**src/rtl/unsigned_div_16by8_seq.sv**
```systemverilog
// Sequential restoring divider: 2*WIDTH-bit dividend / WIDTH-bit divisor, one quotient bit per cycle.
// Optional UDIV_FAST_ZERO_EN: dividend < divisor completes without iterating.
module unsigned_div_16by8_seq #(
    parameter int WIDTH = 8
) (
    input  logic                 clk,
    input  logic                 rst_n,
    input  logic                 in_valid,
    output logic                 in_ready,
    input  logic [2*WIDTH-1:0]   dividend,
    input  logic [WIDTH-1:0]     divisor,
    output logic                 out_valid,
    input  logic                 out_ready,
    output logic [2*WIDTH-1:0]   quotient,
    output logic [WIDTH-1:0]     remainder,
    output logic                 div_zero
);

    localparam int CNT_W = $clog2(2*WIDTH);

    typedef enum logic [1:0] {IDLE, CALC, DONE} state_t;

    state_t               state, state_nxt;
    logic [CNT_W-1:0]     cnt;
    logic [WIDTH-1:0]     rem;
    logic [WIDTH-1:0]     dvs;
    logic [2*WIDTH-1:0]   work;
    logic [WIDTH-1:0]     rem_step;
    logic [2*WIDTH-1:0]   work_step;
    logic                 q_bit;
    logic                 last_step;
    logic                 zero_div;
    logic                 fast_zero;

    // Shift in one dividend bit and compare on WIDTH+1 bits so the top bit is never lost.
    function automatic logic [WIDTH:0] restore_step(input logic [WIDTH-1:0] r,
                                                    input logic b,
                                                    input logic [WIDTH-1:0] d);
        logic [WIDTH:0]   sh;
        logic [WIDTH-1:0] diff;
        sh   = {r, b};
        diff = WIDTH'(sh - {1'b0, d});
        if (sh >= {1'b0, d})
            return {1'b1, diff};
        else
            return {1'b0, sh[WIDTH-1:0]};
    endfunction

    assign zero_div  = (divisor == '0);
    assign last_step = (cnt == CNT_W'(2*WIDTH-1));

`ifdef UDIV_FAST_ZERO_EN
    assign fast_zero = !zero_div && (dividend < {{WIDTH{1'b0}}, divisor});
`else
    assign fast_zero = 1'b0;
`endif

    // work holds the unconsumed dividend bits on top and collects quotient bits at the bottom.
    always_comb begin
        {q_bit, rem_step} = restore_step(rem, work[2*WIDTH-1], dvs);
        work_step         = {work[2*WIDTH-2:0], q_bit};
    end

    always_ff @(posedge clk or negedge rst_n) begin
        if (!rst_n)
            state <= IDLE;
        else
            state <= state_nxt;
    end

    always_comb begin
        state_nxt = state;
        in_ready  = 1'b0;
        out_valid = 1'b0;
        case (state)
            IDLE: begin
                in_ready = 1'b1;
                if (in_valid)
                    state_nxt = (zero_div || fast_zero) ? DONE : CALC;
            end
            CALC: begin
                if (last_step)
                    state_nxt = DONE;
            end
            DONE: begin
                out_valid = 1'b1;
                if (out_ready)
                    state_nxt = IDLE;
            end
            default: state_nxt = IDLE;
        endcase
    end

    always_ff @(posedge clk or negedge rst_n) begin
        if (!rst_n) begin
            cnt       <= '0;
            rem       <= '0;
            dvs       <= '0;
            work      <= '0;
            quotient  <= '0;
            remainder <= '0;
            div_zero  <= 1'b0;
        end else begin
            case (state)
                IDLE: begin
                    if (in_valid) begin
                        dvs  <= divisor;
                        work <= dividend;
                        rem  <= '0;
                        cnt  <= '0;
                        if (zero_div) begin
                            quotient  <= '1;
                            remainder <= dividend[WIDTH-1:0];
                            div_zero  <= 1'b1;
                        end else if (fast_zero) begin
                            quotient  <= '0;
                            remainder <= dividend[WIDTH-1:0];
                            div_zero  <= 1'b0;
                        end
                    end
                end
                CALC: begin
                    rem  <= rem_step;
                    work <= work_step;
                    cnt  <= last_step ? '0 : cnt + 1'b1;
                    if (last_step) begin
                        quotient  <= work_step;
                        remainder <= rem_step;
                        div_zero  <= 1'b0;
                    end
                end
                default: ;
            endcase
        end
    end

endmodule

```
**config.mk**
```make
export PLATFORM = sky130hd
export DESIGN_NAME = unsigned_div_16by8_seq
export DESIGN_NICKNAME = d
export VERILOG_FILES = /design/src/rtl/unsigned_div_16by8_seq.sv
export SDC_FILE = /design/constraint.sdc
export NUM_CORES = 1
export LEC_CHECK = 0
export ABC_AREA = 1
export BUFFER_PORTS_ARGS = -buffer_cell sky130_fd_sc_hd__buf_4
export CORE_ASPECT_RATIO = 1.25
export CORE_MARGIN = 2
export CORE_UTILIZATION = 59
export CTS_CLUSTER_DIAMETER = 200
export DETAILED_ROUTE_END_ITERATION = 7
export GPL_TIMING_DRIVEN = 0
export MAX_ROUTING_LAYER = met4
export PLACE_DENSITY = 0.8
export SYNTH_ARGS = -nofsm -noshare
export SYNTH_HDL_FRONTEND = slang
export SYNTH_SLANG_ARGS = --single-unit
```
**constraint.sdc**
```tcl
create_clock -name clk -period 4.35 [get_ports clk]
set_input_delay 0.435 -clock clk [delete_from_list [all_inputs] [get_ports clk]]
set_output_delay 0.435 -clock clk [all_outputs]
set_load 0.1 [all_outputs]
```
==> flow_metrics.env <==
export IMPL_status="finished clean"
export IMPL_synth_seq_area_share=0.4769
export IMPL_clock_sinks=63
export IMPL_drt_first_iter_violations=141
export IMPL_path_max_fanout=8
export IMPL_num_rows=30
export IMPL_root_buffer="clkbuf_8"
export IMPL_drive_gt1_frac=0.1975
export IMPL_syn_area_per_cell_um2=8.142
export IMPL_tns_ns=0
export IMPL_nFillCells=440
export IMPL_yosysTopAreaCellShare=0.4769
export IMPL_period_minus_slack_ns=2.087
export IMPL_finalHoldViolations=0
export IMPL_dp_hpwl_um=5661
export IMPL_die_w_um=70.95
export IMPL_arrival_ns=2.37
export IMPL_wl_per_cell_um=14.34
export IMPL_critPathCapture="remainder[7]"
export IMPL_grt_pass1_vias=2849
export IMPL_drtAntennaViolNets=0
export IMPL_cts_buffers=9
export IMPL_vias_per_cell=5.446
export IMPL_die_area_mm2=0.006221
export IMPL_yosys_area_top_type="dfrtp_1"
export IMPL_worst_path_stages=10
export IMPL_rr_worst_depth=10
export IMPL_gr_total_overflow=0
export IMPL_netlist_area_mm2=0.003306
export IMPL_synth_ff_type="dfrtp_1"
export IMPL_fin_nets=509
export IMPL_crit_chain="ha_1 > nand2_1 > nor2_1 > nand2_1 > nand2_1 > nor2_1 > nand4_1 > nand3_1 > nand2_1 > inv_1"
export IMPL_initial_core_util=0.6116
export IMPL_synth_seq_cells=63
export IMPL_clk_pin_slew_ns=0.07
export IMPL_postSynth_asyncResetShare=1.000
export IMPL_critPathSlowestCell="nor2_1"
export IMPL_rsz0062_at_grt="no"
export IMPL_yosysWarnings=0
export IMPL_gp_congestion=0.9680
export IMPL_core_area_mm2=0.005405
export IMPL_skew_ns=0.006406
export IMPL_portBuffers=54
export IMPL_timing_final_crit_share=0.4797
export IMPL_max_freq_ghz=0.4792
export IMPL_slowest_delay_ns=0.44
export IMPL_cp_startpoint="rem[4]"
export IMPL_cp_top_family="simple AND/OR/NAND/NOR gates"
export IMPL_grt_total_usage=0.2722
export IMPL_ioPinCount=55
export IMPL_cts_setup_buffers=0
export IMPL_drv_cap=0
export IMPL_antenna_found_initial=0
export IMPL_antenna_cells=0
export IMPL_synthToLayoutAreaGrowth_pct=20.44
export IMPL_grt_start_max_net_pins=64
export IMPL_clk_path_buf_depth=2
export IMPL_synthCells=406
export IMPL_synth_area_leaders="dfrtp_1, nand2_1, nand3_1, inv_1, nor2_1"
export IMPL_r2r_end="remainder[7]"
export IMPL_cts_resized=0
export IMPL_cp_end_kind="flop"
export IMPL_wl_um=7744
export IMPL_relSlewSlack=0.4838
export IMPL_synth_nets=444
export IMPL_final_max_slew_viol_count=0
export IMPL_tightest_slew_ns=0.7743
export IMPL_rr_startpoint="rem[4]"
export IMPL_h_tree_depth=3
export IMPL_crit_type="flop to flop"
export IMPL_dr_total_vias=2941
export IMPL_start_kind="flop"
export IMPL_r2r_setup_slack_ns=2.26
export IMPL_synth_edf_count=0
export IMPL_grt_pass1_wl_um=12830
export IMPL_cts_tree="built"
export IMPL_die_h_um=87.69
export IMPL_dr_pass1_iters=5
export IMPL_cpMostUsedCell="nand2_1"
export IMPL_critPathRequiredTime_ns=4.63
export IMPL_cts_hold_buf=0
export IMPL_drc_errors=0
export IMPL_utilization=0.7366
export IMPL_hold_path_class="primary input to async pin"
export IMPL_path_buf_inv=1
export IMPL_worstSkewPairLatency_ns=0.34
export IMPL_setup_viol=0
export IMPL_synth_cell_type_count=34
-- stage by stage --
stage / area [um^2] / hold slack, ns / setup slack (ns) / instances
final: 3981 / 0.1660 / 2.263 / 540
after global routing: 3981 / 0.2496 / 2.087 / 540
after CTS: 3981 / 0.2022 / 2.269 / 540
after detailed placement: 3791 / 0.4713 / 2.298 / 524
after global placement: 3791 / 0.4651 / 2.331 / 524
after floorplan: 3306 / 0.1394 / 2.203 / 406
-- registers in the layout (all words and copies together), names as in the netlist --
register and cells:
quotient 16, work 16, remainder 8, cnt 4, rem 8, state 2
div_zero 1, dvs 8
-- cell type report --
| class | count | area, um^2 | share of cell area |
|---|---|---|---|
| Sequential cell | 63 | 1577 | 0.3960 |
| Multi-Input combinational cell | 277 | 1445 | 0.3630 |
| Timing Repair Buffer | 54 | 405.4 | 0.1018 |
| Inverter | 51 | 193.9 | 0.04871 |
| Clock buffer | 12 | 145.1 | 0.03645 |
| Buffer | 15 | 90.09 | 0.02263 |
| Tap cell | 64 | 80.08 | 0.02011 |
| Clock inverter | 4 | 45.04 | 0.01131 |
-- synth_stat cells (4+ instances only) --
master and number:
nand2_1 97, buf_2 9, o21ai_1 4, nand3_1 36, nor2_1 44, inv_2 4
o21ai_0 28, o31ai_1 8, a31oi_1 5, a21oi_1 6, or2_1 5, dfrtp_1 63
inv_1 46, xor2_1 4, nand4_1 11, ha_1 9
-- worst min path at each step --
stage / from / endpoint / slack [ns] / depth (start not counted)
3_5_place_dp: work[8] / work[8] / 0.47 / 2
3_3_place_gp: work[11] / work[11] / 0.47 / 2
5_1_grt: rst_n / quotient[12] / 0.25 / 1
4_1_cts: rst_n / quotient[12] / 0.20 / 1
6_report: rst_n / quotient[12] / 0.17 / 1
2_1_floorplan: rst_n / cnt[0] / 0.14 / 0
-- logic make-up after synthesis --
logic type,synth area share
AO/OA/AOI/OAI,0.1045
XOR/XNOR,0.01060
adder cells (fa/ha/maj),0.04012
buffers and inverters,0.08592
flip-flops,0.4769
multiplexers,0.003406
AND/OR/NAND/NOR,0.2786
-- worst register-to-register path, cell delays in order, from the launching register on --
cell and delay [ns]:
dfrtp_1 0.42, ha_1 0.37, nand2_1 0.14, nor2_1 0.07
nand2_1 0.07, nand2_1 0.05, nor2_1 0.44, nand4_1 0.21
nand3_1 0.16, nand2_1 0.06, inv_1 0.04
-- layer usage --
layer	routed length (um)	track usage
met2	4041	0.4596
met1	3110	0.3221
met5	0	-
met3	428	0.04833
met4	165	0.1132
-- placed cells by master, fill, tap and decap left out, types with 2 or more instances in the layout --
master / count
nor2_4: 2
a21oi_1: 6
or2_1: 5
nand2_4: 2
or2_0: 3
o21a_1: 2
o21ai_1: 4
nor2_1: 44
inv_1: 46
buf_4: 54
buf_6: 3
nand2_1: 97
nand3_1: 36
a31oi_1: 5
nand4_1: 11
clkbuf_1: 5
buf_2: 9
ha_1: 9
inv_2: 4
o31ai_1: 8
dfrtp_1: 63
clkinv_2: 3
xor2_1: 4
o21ai_0: 28
clkbuf_8: 10
Power is not shown: default switching activity piles up to over one toggle a cycle in this logic, so the estimate is an artifact.
